### config.mk
export PLATFORM = sky130hd
export DESIGN_NAME = pipe_ctrl_unit
export DESIGN_NICKNAME = d
export VERILOG_FILES = /design/src/rtl/pipe_ctrl_unit.sv
export SDC_FILE = /design/constraint.sdc
export NUM_CORES = 1
export LEC_CHECK = 0
export CORE_ASPECT_RATIO = 1.1
export CORE_MARGIN = 1.5
export CORE_UTILIZATION = 47
export CTS_CLUSTER_SIZE = 40
export DETAILED_ROUTE_END_ITERATION = 8
export HOLD_SLACK_MARGIN = 0.08
export PLACE_DENSITY = 0.83
export SYNTH_ARGS = -nofsm -noshare
export SYNTH_HDL_FRONTEND = slang
export SYNTH_SLANG_ARGS = --single-unit
export TNS_END_PERCENT = 5
### constraint.sdc
create_clock -name clk -period 4.6 [get_ports clk]
set_clock_uncertainty 0.1 [all_clocks]
set_input_delay 0.92 -clock clk [delete_from_list [all_inputs] [get_ports clk]]
set_output_delay 0.92 -clock clk [all_outputs]
set_load 0.01 [all_outputs]
### src/rtl/pipe_ctrl_unit.sv
// Pipelined control unit: decodes the ID opcode and carries the control word through ID/EX, EX/MEM and MEM/WB.
// Handles load-use bubbles, memory stalls, decode flush and a halt-drain FSM; PIPE_CTRL_PERF_EN adds stall/flush counters.
module pipe_ctrl_unit #(
  parameter int OPCODE_W   = 4,
  parameter int REG_ADDR_W = 4,
  parameter int ALUOP_W    = 3
) (
  input  logic                  clk,
  input  logic                  rst,
  input  logic                  id_valid,
  input  logic [OPCODE_W-1:0]   opcode,
  input  logic [REG_ADDR_W-1:0] src_a_addr,
  input  logic [REG_ADDR_W-1:0] src_b_addr,
  input  logic [REG_ADDR_W-1:0] dst_addr,
  input  logic                  mem_stall,
  input  logic                  flush,
  output logic                  fetch_stall,
  output logic                  ex_valid,
  output logic [ALUOP_W-1:0]    ex_aluop,
  output logic                  ex_alusrc,
  output logic                  ex_regdst,
  output logic                  ex_pcs,
  output logic                  mem_valid,
  output logic                  mem_read,
  output logic                  mem_write,
  output logic                  mem_half,
  output logic                  wb_valid,
  output logic                  wb_regwrite,
  output logic                  wb_memtoreg,
  output logic [REG_ADDR_W-1:0] wb_dst,
  output logic                  halted,
  output logic [15:0]           stall_cnt,
  output logic [15:0]           flush_cnt,
  output logic [1:0]            state_dbg
);

  typedef enum logic [1:0] {
    RUN    = 2'd0,
    DRAIN  = 2'd1,
    HALTED = 2'd2
  } state_t;

  state_t state;

  logic [3:0]         op4;
  logic [ALUOP_W-1:0] dec_aluop;
  logic               dec_alusrc, dec_regdst, dec_pcs;
  logic               dec_memread, dec_memwrite, dec_half;
  logic               dec_regwrite, dec_memtoreg, dec_halt;
  logic               use_a, use_b;

  logic                  ex_memread, ex_memwrite, ex_half;
  logic                  ex_regwrite, ex_memtoreg, ex_halt;
  logic [REG_ADDR_W-1:0] ex_dst;
  logic                  mem_regwrite, mem_memtoreg, mem_halt;
  logic [REG_ADDR_W-1:0] mem_dst;
  logic                  wb_halt;

  logic hz;
  logic load_id;
  logic hlt_accept;

  assign op4 = opcode[OPCODE_W-1 -: 4];

  always_comb begin
    dec_aluop    = '0;
    dec_alusrc   = 1'b0;
    dec_regdst   = 1'b0;
    dec_pcs      = 1'b0;
    dec_memread  = 1'b0;
    dec_memwrite = 1'b0;
    dec_half     = 1'b0;
    dec_regwrite = 1'b0;
    dec_memtoreg = 1'b0;
    dec_halt     = 1'b0;
    use_a        = 1'b0;
    use_b        = 1'b0;
    if (!op4[3]) begin
      dec_aluop    = ALUOP_W'(op4[2:0]);
      dec_regdst   = 1'b1;
      dec_regwrite = 1'b1;
      // 0100-0110 take an immediate as the second operand
      dec_alusrc   = (op4[2:0] == 3'd4) || (op4[2:0] == 3'd5) || (op4[2:0] == 3'd6);
      use_a        = 1'b1;
      use_b        = !op4[2] || (op4[2:0] == 3'd7);
    end else begin
      case (op4[2:0])
        3'd0: begin
          dec_memread  = 1'b1;
          dec_memtoreg = 1'b1;
          dec_regwrite = 1'b1;
          use_a        = 1'b1;
        end
        3'd1: begin
          dec_memwrite = 1'b1;
          use_a        = 1'b1;
          use_b        = 1'b1;
        end
        3'd2: begin
          dec_regwrite = 1'b1;
          use_a        = 1'b1;
        end
        3'd3: begin
          dec_regwrite = 1'b1;
          dec_half     = 1'b1;
          use_a        = 1'b1;
        end
        3'd4: ;
        3'd5: use_a = 1'b1;
        3'd6: begin
          dec_pcs      = 1'b1;
          dec_regwrite = 1'b1;
        end
        3'd7: dec_halt = 1'b1;
        default: ;
      endcase
    end
  end

  assign hz = ex_valid & ex_memread & id_valid &
              (((ex_dst == src_a_addr) & use_a) | ((ex_dst == src_b_addr) & use_b));

  // Stage valid/stall semantics: a stage register holds whenever mem_stall is high; otherwise
  // every stage advances each cycle and ID/EX takes the decoded word only when load_id is high
  // (RUN, no flush, no hazard, id_valid). fetch_stall tells IF to hold the IF/ID contents.
  assign load_id     = (state == RUN) & ~flush & ~hz & id_valid;
  assign hlt_accept  = load_id & dec_halt & ~mem_stall;
  assign fetch_stall = mem_stall | (state != RUN) | (hz & ~flush);
  assign state_dbg   = state;

  always_ff @(posedge clk or posedge rst) begin
    if (rst) begin
      ex_valid     <= 1'b0;
      ex_aluop     <= '0;
      ex_alusrc    <= 1'b0;
      ex_regdst    <= 1'b0;
      ex_pcs       <= 1'b0;
      ex_memread   <= 1'b0;
      ex_memwrite  <= 1'b0;
      ex_half      <= 1'b0;
      ex_regwrite  <= 1'b0;
      ex_memtoreg  <= 1'b0;
      ex_halt      <= 1'b0;
      ex_dst       <= '0;
      mem_valid    <= 1'b0;
      mem_read     <= 1'b0;
      mem_write    <= 1'b0;
      mem_half     <= 1'b0;
      mem_regwrite <= 1'b0;
      mem_memtoreg <= 1'b0;
      mem_halt     <= 1'b0;
      mem_dst      <= '0;
      wb_valid     <= 1'b0;
      wb_regwrite  <= 1'b0;
      wb_memtoreg  <= 1'b0;
      wb_halt      <= 1'b0;
      wb_dst       <= '0;
    end else if (!mem_stall) begin
      if (load_id) begin
        ex_valid    <= 1'b1;
        ex_aluop    <= dec_aluop;
        ex_alusrc   <= dec_alusrc;
        ex_regdst   <= dec_regdst;
        ex_pcs      <= dec_pcs;
        ex_memread  <= dec_memread;
        ex_memwrite <= dec_memwrite;
        ex_half     <= dec_half;
        ex_regwrite <= dec_regwrite;
        ex_memtoreg <= dec_memtoreg;
        ex_halt     <= dec_halt;
        ex_dst      <= dst_addr;
      end else begin
        // bubble: flush, hazard, empty IF/ID, or draining/halted
        ex_valid    <= 1'b0;
        ex_aluop    <= '0;
        ex_alusrc   <= 1'b0;
        ex_regdst   <= 1'b0;
        ex_pcs      <= 1'b0;
        ex_memread  <= 1'b0;
        ex_memwrite <= 1'b0;
        ex_half     <= 1'b0;
        ex_regwrite <= 1'b0;
        ex_memtoreg <= 1'b0;
        ex_halt     <= 1'b0;
        ex_dst      <= '0;
      end
      mem_valid    <= ex_valid;
      mem_read     <= ex_memread;
      mem_write    <= ex_memwrite;
      mem_half     <= ex_half;
      mem_regwrite <= ex_regwrite;
      mem_memtoreg <= ex_memtoreg;
      mem_halt     <= ex_halt;
      mem_dst      <= ex_dst;
      wb_valid     <= mem_valid;
      wb_regwrite  <= mem_regwrite;
      wb_memtoreg  <= mem_memtoreg;
      wb_halt      <= mem_halt;
      wb_dst       <= mem_dst;
    end
  end

  always_ff @(posedge clk or posedge rst) begin
    if (rst) begin
      state  <= RUN;
      halted <= 1'b0;
    end else if (!mem_stall) begin
      case (state)
        RUN: begin
          if (hlt_accept) state <= DRAIN;
        end
        DRAIN: begin
          if (wb_valid && wb_halt) begin
            state  <= HALTED;
            halted <= 1'b1;
          end
        end
        HALTED: halted <= 1'b1;
        default: state <= RUN;
      endcase
    end
  end

`ifdef PIPE_CTRL_PERF_EN
  logic [15:0] stall_q;
  logic [15:0] flush_q;

  // flush wins over a simultaneous hazard, so that cycle counts only as a flush
  always_ff @(posedge clk or posedge rst) begin
    if (rst) begin
      stall_q <= 16'h0000;
      flush_q <= 16'h0000;
    end else if (!mem_stall) begin
      if (hz && !flush && (stall_q != 16'hFFFF)) stall_q <= stall_q + 16'd1;
      if (flush && id_valid && (flush_q != 16'hFFFF)) flush_q <= flush_q + 16'd1;
    end
  end

  assign stall_cnt = stall_q;
  assign flush_cnt = flush_q;
`else
  assign stall_cnt = 16'h0000;
  assign flush_cnt = 16'h0000;
`endif

endmodule
==> results of run 1 <==
[metrics by stage]
step	total power, mW	util	hold WS [ns]	instances	area, um2
finish	0.715	0.597	0.376	280	2380
global route	0.751	0.597	0.415	280	2380
detailed placement	0.507	0.577	0.366	272	2300
floorplan	0.464	-	0.348	217	2100
CTS	0.723	0.597	0.383	280	2380
global placement	0.504	0.577	0.363	272	2300
[state kept, by name, indices dropped and copies added, names as in the netlist, 2 cells and up]
| name | count |
|---|---|
| mem_dst | 4 |
| wb_dst | 4 |
| ex_dst | 4 |
| state_dbg | 2 |
| ex_aluop | 3 |
[power breakdown]
part	internal, mW	switching, mW	leakage (nW)
Sequential	0.347	0.0188	0.502
Clock	0.108	0.108	0.0395
Combinational	0.0698	0.0645	0.512
Total	0.524	0.191	1.05
[area by class of cell]
cell class / instances / area (um2) / area share
well taps: 52 / 65.1 / 0.0273
multi-input cells: 136 / 863 / 0.362
flip-flops and latches: 37 / 926 / 0.388
repair buffers: 45 / 443 / 0.186
inverters: 2 / 7.51 / 0.00315
clock buffers: 8 / 80.1 / 0.0336
[cells by family (layout without fill, tap and decap cells)]
family	Yosys count	count (layout)	synth area share
AND/OR/NAND/NOR	46	46	0.125
buffers and inverters	44	55	0.157
flip-flops	37	37	0.467
AO/OA/AOI/OAI	31	31	0.107
multiplexers	19	19	0.107
XOR/XNOR	8	8	0.0353
other	1	32	0.00189
[synthesized netlist by cell type (2+ instances only)]
library cell  instances
o41ai_1               3
buf_2                 3
xnor2_1               6
nand3b_1              3
a21oi_1               4
o21ai_1               2
nand2_1              24
xor2_1                2
nand4_1               2
nor3_1                2
buf_6                 3
clkbuf_1              3
dfrtp_1              37
mux2_2               18
o21ai_0               7
nand3_1               2
nand4b_1              2
nor2_1                3
inv_1                 2
o31ai_1               9
nand2b_1              2
buf_4                32
[metal layers]
metal,global-route usage,wire [um],part of all wire,vias up
met3,0.0493,173,0.047,9
met4,0.0875,91,0.025,0
met2,0.296,1860,0.51,46
li1,-,-,-,661
met1,0.215,1540,0.42,683
met5,0,0,0,-
[worst reg2reg max path, cell delays in order (launching register included)]
cell and delay, ns:
dfrtp_1 0.43, xnor2_1 0.18, nand4_1 0.16, nor3_1 0.53, buf_4 0.26, o41ai_1 0.08
[worst max path at each step]
| stage | end | slack, ns | cells past startpoint |
|---|---|---|---|
| detailed placement | fetch_stall | 0.50 | 6 |
| floorplan | fetch_stall | 1.57 | 5 |
| CTS | fetch_stall | 0.49 | 6 |
| global route | fetch_stall | 0.41 | 6 |
| finish | fetch_stall | 0.51 | 6 |
| global placement | fetch_stall | 0.53 | 6 |
==> results.toml, run 1 <==
[status]
status = "completed"

[floorplan]
initial_core_util = 0.497
die_h_um = 71.2
core_area_um2 = 3990
die_area_um2 = 4620
io_pins = 75
rows = 24
die_x_um = 65.0

[critical_path]
slowest_stage = "clkdlybuf4s50_1"
setup.worst_path.start_class = "input pin"
startpoint = "opcode[0]"
path_cells = "clkdlybuf4s50_1 > nand2b_4 > a311o_1 > o22a_1 > o31ai_2 > clkdlybuf4s50_1"
path_buf_inv = 2
r2r_cells = 5
slowest_delay_ns = 0.69
endpoint_kind = "output port"
critical_path_class = "in -> out"
cp_common_cell = "clkdlybuf4s50_1"
reg2reg_slack_ns = 2.73
cp.arrival_ns = 3.07
required_ns = 3.58
reg2reg_from = "ex_dst[1]"
critPathTopFamily = "buffers and inverters"
rr_endpoint = "ex_regdst"
critPathMaxFanout = 10

[clock_network]
worstSkewPairLatency_ns = 0.29
clock-sinks = 37
cts_root_buf = "clkbuf_8"
h-tree-depth = 2
cts_tree = "yes"
post_cts_resized = 0
numCtsBuffers = 5
cts_buffer_depth = 2
postCtsSetupRepairBufs = 0
ctsHoldBuffers = 0
clkTransAtPathRegs_ns = 0.07

[placed_design]
io_buffers = 42
hpwlAfterDp_um = 2610
place_congestion = 0.819
place_worst_setup_slack_ns = 0.501

[global_routing]
grt_max_degree = 40
grt_pass1_wl_um = 6350
grt_pass1_vias = 1354
antenna_found_initial = 0
grt_use_total = 0.179
grt_overflow = 0

[logic_synthesis]
syn_inst = 186
syn-cell-area_um2 = 1980
ys_seq_area_frac = 0.467
synth.largest_area_cell = "dfrtp_1"
synth-main-ff-cell = "dfrtp_1"
ys_seq_elements = 37
synth_warnings = 0
synth_top_cell_area_share = 0.467
synth_cell_types = 37
synth_area_leaders = "dfrtp_1 47%, buf_4 12%, mux2_2 10%"
synth_edf_count = 0
ys_async_sr_fraction = 1.00
avgSynthCellArea_um2 = 10.7

[sta]
worst_pin_slew_ns = 0.838
final.setup.worst_slack_ns = 0.506
setup_violations = 0
grt_setup_unrepaired = "false"
drv_slew = 0
period_share = 0.890
relSlewSlack = 0.436
max_freq_mhz = 244
final.min_clock_period_ns = 4.09
fin_setup_tns_ns = 0
hold_viol = 0

[power]
power.leakage_nw = 1.05
ir_drop_uv = 181
powerDensity_nw_per_um2 = 300

[routing]
avgRoutedWirePerCell_um = 13.1
routed_wl_um = 3660
via_count = 1399
final_antenna_net_count = 0
vias_per_cell = 5.00
drt-pass1-iter-count = 4
drt-initial-drc-count = 53
drc = 0

[layout]
layout.nets = 248
fill_cells = 358
area_growth_pct = 20.2
drive_gt1_frac = 0.132
antenna_cells = 0
most-common-layout-cells = "42 x clkdlybuf4s50_1, 37 x dfrtp_1, 32 x conb_1"
mostFrequentLayoutCell = "clkdlybuf4s50_1"

[min_path]
min_from = "ex_regwrite"
holdPathEnd = "ex_regwrite"
whs_path_depth = 2
hold_class = "reg -> reg"

[flow_run]
maxCapViolCount = 0
Note: power is estimated with default switching activity, not from simulation.
==> run 2, diff against run 1 <==
SLEW_MARGIN = 5   (was not set)
==> results of run 2 <==
Same layout as run 1: the final DEF is identical, and so are final timing and power.
==> run 3, diff against run 2 <==
CORE_UTILIZATION = 49   (was 47)
CTS_BUF_LIST = sky130_fd_sc_hd__clkbuf_8   (was not set)
GPL_TIMING_DRIVEN = 0   (was not set)
PLACE_DENSITY = 0.86   (was 0.83)
==> results.toml, run 3 (synthesis gave the netlist of run 1 again) <==
[status]
status = "completed"

[layout]
drive_gt1_frac = 0.257
mostFrequentLayoutCell = "clkdlybuf4s50_1"
area_growth_pct = 33.5
stdcell_area_um2 = 2650
antenna_cells = 0
most-common-layout-cells = "40 x clkdlybuf4s50_1, 37 x dfrtp_1, 32 x buf_4, 32 x conb_1, 24 x nand2_1"
top_regs = "ex_dst x4, mem_dst x4, wb_dst x4"
fill_cells = 316
layout.nets = 285

[routing]
drt-pass1-iter-count = 4
drt-initial-drc-count = 50
avgRoutedWirePerCell_um = 12.2
drc = 0
vias_per_cell = 4.73
final_antenna_net_count = 0
routed_wl_um = 3880
via_count = 1499

[sta]
final.min_clock_period_ns = 3.92
relSlewSlack = 0.439
setup_violations = 0
hold_viol = 0
grt_setup_unrepaired = "false"
period_share = 0.851
final.setup.worst_slack_ns = 0.684
worst_pin_slew_ns = 0.834
fin_setup_tns_ns = 0
drv_slew = 0
max_freq_mhz = 255

[min_path]
hold_class = "reg -> reg"
whs_path_depth = 2
holdPathEnd = "ex_aluop[1]"
min_from = "ex_aluop[1]"

[floorplan]
initial_core_util = 0.504
die_area_um2 = 4440
io_pins = 75
die_h_um = 69.7
die_x_um = 63.7
core_area_um2 = 3930
rows = 24

[global_routing]
grt_pass1_vias = 1433
grt_overflow = 0
grt_use_total = 0.191
grt_pass1_wl_um = 6530
antenna_found_initial = 0
grt_max_degree = 38

[clock_network]
clock-sinks = 37
numCtsBuffers = 5
cts_tree = "yes"
post_cts_resized = 0
ctsHoldBuffers = 0
worstSkewPairLatency_ns = 0.30
clkTransAtPathRegs_ns = 0.07
cts_root_buf = "clkbuf_8"
postCtsSetupRepairBufs = 0
cts_buffer_depth = 2
h-tree-depth = 2

[power]
ir_drop_uv = 190
power.leakage_nw = 1.25
powerDensity_nw_per_um2 = 278

[critical_path]
cp.arrival_ns = 2.90
required_ns = 3.58
setup.worst_path.start_class = "input pin"
reg2reg_from = "state_dbg[0]"
critPathMaxFanout = 10
startpoint = "opcode[2]"
critical_path_class = "in -> out"
r2r_cells = 3
reg2reg_slack_ns = 2.75
endpoint_kind = "output port"
rr_endpoint = "ex_aluop[0]"

[placed_design]
place_worst_setup_slack_ns = 0.677
hpwlAfterDp_um = 2810
io_buffers = 40
dpl-instance-area_um2 = 2570
place_congestion = 0.788

[flow_run]
maxCapViolCount = 0
run 3: how the worst max path moves through the flow:
stage / end / slack, ns / cells past startpoint
after floorplan: fetch_stall / 1.57 / 5
after global placement: fetch_stall / 0.69 / 6
after detailed placement: fetch_stall / 0.68 / 6
after CTS: fetch_stall / 0.68 / 6
after global routing: fetch_stall / 0.61 / 6
final: fetch_stall / 0.68 / 6
run 3: worst max-delay path, cell delays in order:
cell and delay, ns:
clkdlybuf4s50_1 0.44, buf_2 0.19, a311o_1 0.34, o22a_1 0.24, o31ai_2 0.19, clkdlybuf4s50_1 0.57
run 3: cell type report:
cell class	instances	area, um2	share of cell area
flip-flops and latches	37	926	0.350
repair buffers	40	400	0.151
plain buffers	42	304	0.115
multi-input cells	136	863	0.326
clock inverters	3	13.8	0.00520
inverters	2	7.51	0.00283
clock buffers	5	68.8	0.0260
well taps	52	65.1	0.0246
run 3: through the flow:
step                hold slack (ns)  utilization  power, mW  instances
floorplan                     0.348            -      0.464        217
global placement              0.376        0.652      0.523        309
detailed placement            0.367        0.652      0.527        309
CTS                           0.397        0.673      0.741        317
global route                  0.419        0.673      0.774        317
finish                        0.387        0.673      0.737        317
run 3: layer usage:
| layer | GRT usage | routed length (um) | vias up |
|---|---|---|---|
| met1 | 0.226 | 1630 | 704 |
| li1 | - | - | 736 |
| met3 | 0.0357 | 218 | 7 |
| met5 | 0 | 0 | - |
| met2 | 0.329 | 1940 | 52 |
| met4 | 0.0966 | 90 | 0 |
run 3: where the power goes:
group / switching (mW) / internal (mW) / leakage [nW]
combinational: 0.0689 / 0.0871 / 0.698
clock: 0.113 / 0.103 / 0.0491
sequential: 0.0190 / 0.347 / 0.502
total: 0.200 / 0.536 / 1.25
